## src/rtl/bp_update_ctrl.sv

```systemverilog
// In-order branch tracker for the gshare predictor: queues predicted branches,
// matches resolutions against the oldest entry, trains the predictor and recovers on mispredicts.
module bp_update_ctrl #(
   parameter int DEPTH          = 4,
   parameter int RECOVER_CYCLES = 2,
   parameter int CNT_W          = 16
) (
   input  logic                       clk,
   input  logic                       reset,
   input  logic                       alloc_valid,
   input  logic [31:0]                alloc_pc,
   input  logic                       alloc_pred,
   output logic                       alloc_ready,
   input  logic                       res_valid,
   input  logic                       res_taken,
   input  logic [31:0]                res_target,
   output logic                       upd_branch,
   output logic [31:0]                upd_pc,
   output logic                       upd_taken,
   output logic                       mispredict,
   output logic [31:0]                redirect_pc,
   output logic                       flush,
   output logic [$clog2(DEPTH):0]     occupancy,
   output logic [CNT_W-1:0]           br_count,
   output logic [CNT_W-1:0]           mispred_count,
   output logic                       err_underflow
);

   localparam int            AW    = $clog2(DEPTH);
   localparam logic [AW:0]   FULL  = (AW+1)'(DEPTH);
   localparam int            RW    = (RECOVER_CYCLES > 1) ? $clog2(RECOVER_CYCLES) : 1;
   localparam logic [RW-1:0] RLOAD = RW'(RECOVER_CYCLES - 1);

   typedef enum logic {S_RUN, S_RECOVER} state_t;

   logic [31:0]      r_pc [DEPTH];
   logic [DEPTH-1:0] r_pred;
   logic [AW-1:0]    r_head, r_tail;
   logic [AW:0]      r_occ;
   state_t           r_state;
   logic [RW-1:0]    r_rcnt;
   logic             r_ready;
   logic             r_upd_branch, r_upd_taken, r_mispredict, r_flush, r_err;
   logic [31:0]      r_upd_pc, r_redirect_pc;
   logic [CNT_W-1:0] r_br_cnt, r_mis_cnt;

   logic             w_push, w_pop, w_mis;
   logic [31:0]      w_head_pc;
   logic             w_head_pred;
   state_t           w_state_nxt;
   logic [RW-1:0]    w_rcnt_nxt;
   logic [AW:0]      w_occ_nxt;
   logic             w_ready_nxt;

   assign w_head_pc   = r_pc[r_head];
   assign w_head_pred = r_pred[r_head];
   assign w_push      = alloc_valid && r_ready;
   assign w_pop       = res_valid && (r_occ != '0);
   assign w_mis       = w_pop && (res_taken != w_head_pred);

   always_comb begin
      w_state_nxt = r_state;
      w_rcnt_nxt  = r_rcnt;
      w_occ_nxt   = r_occ + (AW+1)'(w_push) - (AW+1)'(w_pop);
      if (w_mis) begin
         // Flush wins over a same-cycle alloc: the freshly pushed entry is dropped too.
         w_state_nxt = S_RECOVER;
         w_rcnt_nxt  = RLOAD;
         w_occ_nxt   = '0;
      end else if (r_state == S_RECOVER) begin
         if (r_rcnt == '0) w_state_nxt = S_RUN;
         else              w_rcnt_nxt  = r_rcnt - RW'(1);
      end
      w_ready_nxt = (w_state_nxt == S_RUN) && (w_occ_nxt != FULL);
   end

   always_ff @(posedge clk) begin
      if (reset) begin
         r_state <= S_RUN;
         r_rcnt  <= '0;
         r_occ   <= '0;
         r_ready <= 1'b1;
      end else begin
         r_state <= w_state_nxt;
         r_rcnt  <= w_rcnt_nxt;
         r_occ   <= w_occ_nxt;
         r_ready <= w_ready_nxt;
      end
   end

   always_ff @(posedge clk) begin
      if (w_push) begin
         r_pc[r_tail]   <= alloc_pc;
         r_pred[r_tail] <= alloc_pred;
      end
   end

   always_ff @(posedge clk) begin
      if (reset) begin
         r_head        <= '0;
         r_tail        <= '0;
         r_upd_branch  <= 1'b0;
         r_upd_pc      <= '0;
         r_upd_taken   <= 1'b0;
         r_mispredict  <= 1'b0;
         r_flush       <= 1'b0;
         r_redirect_pc <= '0;
         r_br_cnt      <= '0;
         r_mis_cnt     <= '0;
         r_err         <= 1'b0;
      end else begin
         r_upd_branch <= w_pop;
         r_mispredict <= w_mis;
         r_flush      <= w_mis;
         if (w_mis) begin
            r_head <= '0;
            r_tail <= '0;
         end else begin
            if (w_push) r_tail <= r_tail + AW'(1);
            if (w_pop)  r_head <= r_head + AW'(1);
         end
         if (w_pop) begin
            r_upd_pc    <= w_head_pc;
            r_upd_taken <= res_taken;
            if (r_br_cnt != '1) r_br_cnt <= r_br_cnt + CNT_W'(1);
         end
         if (w_mis) begin
            r_redirect_pc <= res_taken ? res_target : (w_head_pc + 32'd4);
            if (r_mis_cnt != '1) r_mis_cnt <= r_mis_cnt + CNT_W'(1);
         end
         if (res_valid && (r_occ == '0)) r_err <= 1'b1;
      end
   end

   assign alloc_ready   = r_ready;
   assign upd_branch    = r_upd_branch;
   assign upd_pc        = r_upd_pc;
   assign upd_taken     = r_upd_taken;
   assign mispredict    = r_mispredict;
   assign redirect_pc   = r_redirect_pc;
   assign flush         = r_flush;
   assign occupancy     = r_occ;
   assign br_count      = r_br_cnt;
   assign mispred_count = r_mis_cnt;
   assign err_underflow = r_err;

endmodule

```

## config.mk

```make
export PLATFORM = sky130hd
export DESIGN_NAME = bp_update_ctrl
export DESIGN_NICKNAME = d
export VERILOG_FILES = /design/src/rtl/bp_update_ctrl.sv
export SDC_FILE = /design/constraint.sdc
export NUM_CORES = 1
export LEC_CHECK = 0
export BUFFER_PORTS_ARGS = -buffer_cell sky130_fd_sc_hd__clkbuf_2
export CAP_MARGIN = 10
export CORE_AREA = 3 3 131 165
export DETAILED_ROUTE_END_ITERATION = 12
export DIE_AREA = 0 0 134 168
export PLACE_DENSITY = 0.77
export SKIP_LAST_GASP = 1
export SLEW_MARGIN = 20
export SYNTH_ARGS = -nofsm -noshare
export SYNTH_HDL_FRONTEND = slang
export SYNTH_SLANG_ARGS = --single-unit
```

## constraint.sdc

```tcl
create_clock -name clk -period 2.5 [get_ports clk]
set_input_delay 0.25 -clock clk [delete_from_list [all_inputs] [get_ports clk]]
set_output_delay 0.25 -clock clk [all_outputs]
set_load 0.005 [all_outputs]
```

==> results by group <==
Status
  – Result of the run: completed

Job
  – Number of max-cap violations: 0

Power
  – Worst VDD drop: 618.6 µV
  – PwrDens: 949.9 nW/µm²
  – Leakage power total: 4.752 nW
  – Total Power Consumption: 0.01207 W

Setup path
  – Crit end category: flop
  – Data required, critical path: 2960 ps
  – Startpoint types: flop
  – Setup CP Type: flop to flop
  – CP max FO: 12
  – Worst endpoint data arrival time: 2840 ps

Floorplan
  – Core region area: 20100 µm²
  – Num rows: 58
  – Initial cell density of the core: 50.11%
  – I/O pin count: 175
  – Horizontal die dimension: 134 µm
  – Height of the chip: 168 µm
  – Die area: 22510 µm²

Synthesis
  – Count of unique library cells instantiated by Yosys: 64
  – Total of warnings raised by yosys: 0
  – Count of flip-flops with a built-in enable after synthesis: 132
  – Share of async-settable or async-resettable flops after synthesis: 0%
  – Number of standard cells after synthesis: 785
  – Portion of the post-synthesis area used by sequential elements: 61.61%
  – Ys flop type: edfxtp_1
  – Synthesized flop and latch total: 244
  – Synthesized Nets: 865
  – Synth Area per Inst: 12.83 µm²
  – Cell area after synthesis: 10070 µm²

Drt
  – Drt total wl: 24660 µm
  – # DRC: 0
  – Met2 layer wire length in the routed design: 12710 µm
  – Top routing layer used: met4
  – Routed met1 length: 9788 µm
  – Routed wl met3: 1290 µm
  – Number of DRC violations after detailed-routing iteration 0: 508
  – Total number of vias: 7164
  – DRT antenna net count: 0
  – Routed length per placed instance: 18.58 µm
  – Pre-antenna DRT Iters: 5
  – Via/cell ratio: 5.399

STA
  – Maximum clock frequency: 0.4194 GHz
  – Post-layout minimum cycle time: 2384 ps
  – Setup repair after global routing missed its margin: true
  – Largest clock skew in the final design: 11.30 ps
  – Normalized max-slew margin: 49.89%
  – Final Hold Violating Endpoints: 0
  – Max-slew violation total from the final report: 0
  – Period utilisation layout: 95.37%
  – Setup violators final: 0
  – Smallest hold slack: 17.95 ps
  – Measured slew at the worst slew-check pin: 751.7 ps

Finish
  – FILL cells: 1503
  – Proportion of layout cells with a drive suffix above 1: 27.96%
  – Most frequent cells in the layout: clkbuf_2, edfxtp_1, dfxtp_1
  – Signed area change from the synthesized netlist to the final layout: 26.12%
  – Most common cell after layout, fill and taps aside: clkbuf_2
  – Net count, final: 1118
  – Final std cells w/o fill: 1327
  – Total non-filler cell area in the finished layout: 12700 µm²

Clocking
  – H-Tree Depth: 1
  – CTS max path bufs: 3
  – Clock latency reported for the late side of the worst-skew pair: 520 ps
  – CTS sink count: 244
  – Clock tree root buffer cell: clkbuf_16
  – CTS buffer count: 24
  – TritonCTS clock tree: built
  – Clock edge transition at the registers on the reported setup and hold paths: 70 ps

Min path
  – Path class of the lowest-slack min-delay path: primary input to flop

GRT
  – Via count of the first global-routing pass: 7421
  – Initial antenna violation count: 1
  – Global-route wire length before repair: 39010 µm
  – Combined global-route utilization of all metal layers: 21.66%
  – Pin count of the biggest net entering global routing: 65
  – Overflow left after global routing: 0

Placement
  – Number of instances in the placed design: 1225
  – Detailed placement HPWL: 16630 µm
  – Port Buffers: 174
  – Routability congestion estimate from global placement: 0.8736
  – Post-Place Cell Area: 11350 µm²
==> where the power goes <==
| part | internal [W] | switching, W |
|---|---|---|
| sequential | 0.00486 | 0.000356 |
| clock | 0.00205 | 0.00146 |
| combinational | 0.00151 | 0.00183 |
| total | 0.00842 | 0.00364 |
==> path summary, 6_finish.rpt <==
path,from,endpoint,slack [ps],cells after the start
max reg2reg,flop,redirect_pc[28],120,8
min,res_target[10],redirect_pc[10],20,3
max,flop,redirect_pc[28],120,8
min reg2reg,upd_pc[2],upd_pc[2],450,2
==> registers in the layout, summed over array words and instances, names as in the netlist, named ones only <==
signal,flops
redirect_pc,32
upd_branch,1
err_underflow,1
r_rcnt,1
mispred_count,16
upd_taken,1
r_tail,2
br_count,16
r_pc,128
flush,1
alloc_ready,1
r_state,1
r_pred,4
occupancy,3
r_head,2
upd_pc,32
==> Yosys cell counts, types with 2 or more instances <==
master / instances / share of area (%)
xnor2_1: 33 / 2.9
nor4_1: 3 / 0.19
nand2b_1: 2 / 0.12
mux4_1: 9 / 2.3
o21ai_1: 5 / 0.25
a311oi_1: 3 / 0.26
edfxtp_1: 132 / 39
nor2_1: 59 / 2.2
buf_2: 7 / 0.35
and4_4: 2 / 0.22
a22oi_1: 16 / 1.2
buf_4: 5 / 0.37
o21ai_0: 26 / 1.3
clkbuf_1: 19 / 0.71
nand4_4: 2 / 0.42
inv_1: 13 / 0.48
or3_1: 3 / 0.19
a21oi_1: 44 / 2.2
and3_1: 12 / 0.75
a21o_1: 2 / 0.15
and2_1: 5 / 0.31
a22o_1: 3 / 0.26
buf_1: 2 / 0.075
nor3_1: 11 / 0.55
ha_1: 9 / 1.1
buf_6: 4 / 0.45
and4_1: 5 / 0.43
a32oi_1: 2 / 0.17
mux2_2: 2 / 0.22
nand3_1: 28 / 1.4
and3_4: 3 / 0.34
nand2_1: 105 / 3.9
xor2_1: 23 / 2.0
a221oi_1: 2 / 0.17
nand4_1: 11 / 0.68
mux2i_1: 7 / 0.70
dfxtp_1: 112 / 22
buf_12: 2 / 0.40
nor3b_1: 4 / 0.30
mux4_2: 24 / 5.4
==> kinds of logic after synthesis <==
family | after synthesis | share of synthesized area, %
adder cells (fa/ha/maj) | 10 | 1.317
AO/OA/AOI/OAI | 112 | 7.118
buffers and inverters | 54 | 3.006
multiplexers | 42 | 8.634
flip-flops | 244 | 61.61
AND/OR/NAND/NOR | 266 | 13.17
XOR/XNOR | 57 | 5.143
==> timing repair <==
action | in CTS | in global routing
gates resized for setup | 1 | 2
pin swaps | 0 | 1
hold endpoints to repair | 155 | 0
buffers inserted | 0 | 1
hold buffers | 56 | 0
endpoints found under the setup margin | 1 | 14
==> worst max-delay path, stage by stage (launching register included) <==
cell and delay [ps]:
dfxtp_4 420, mux4_2 420, ha_1 250, nand2_1 120, o22ai_4 260, and3_1 300, nand3_2 120, or3_1 370
nand3_1 80
==> stage by stage <==
step                TNS, ps  setup WS, ps  utilization [%]
global route         -22.64        -22.64            63.18
global placement          0         90.68            56.48
CTS                       0         68.03            63.07
floorplan                 0         41.91                -
detailed placement        0         17.55            56.48
finish                    0         115.7            63.20
==> per-layer routing <==
| layer | up-vias | global-route usage (%) |
|---|---|---|
| met5 | - | 0 |
| met4 | 0 | 8.456 |
| met3 | 67 | 3.078 |
| met2 | 219 | 38.55 |
| met1 | 3485 | 26.60 |
| li1 | 3393 | - |
==> area by class of cell <==
cell class / instances / area (µm²) / share of cell area, %
well taps: 270 / 337.8 / 2.659
repair buffers: 267 / 1747 / 13.75
multi-input cells: 487 / 3590 / 28.26
diodes: 2 / 5.005 / 0.03940
clock buffers: 31 / 658.1 / 5.181
clock inverters: 12 / 103.9 / 0.8175
flip-flops and latches: 244 / 6210 / 48.88
inverters: 14 / 52.55 / 0.4137
(Power assumes the default switching activity.)
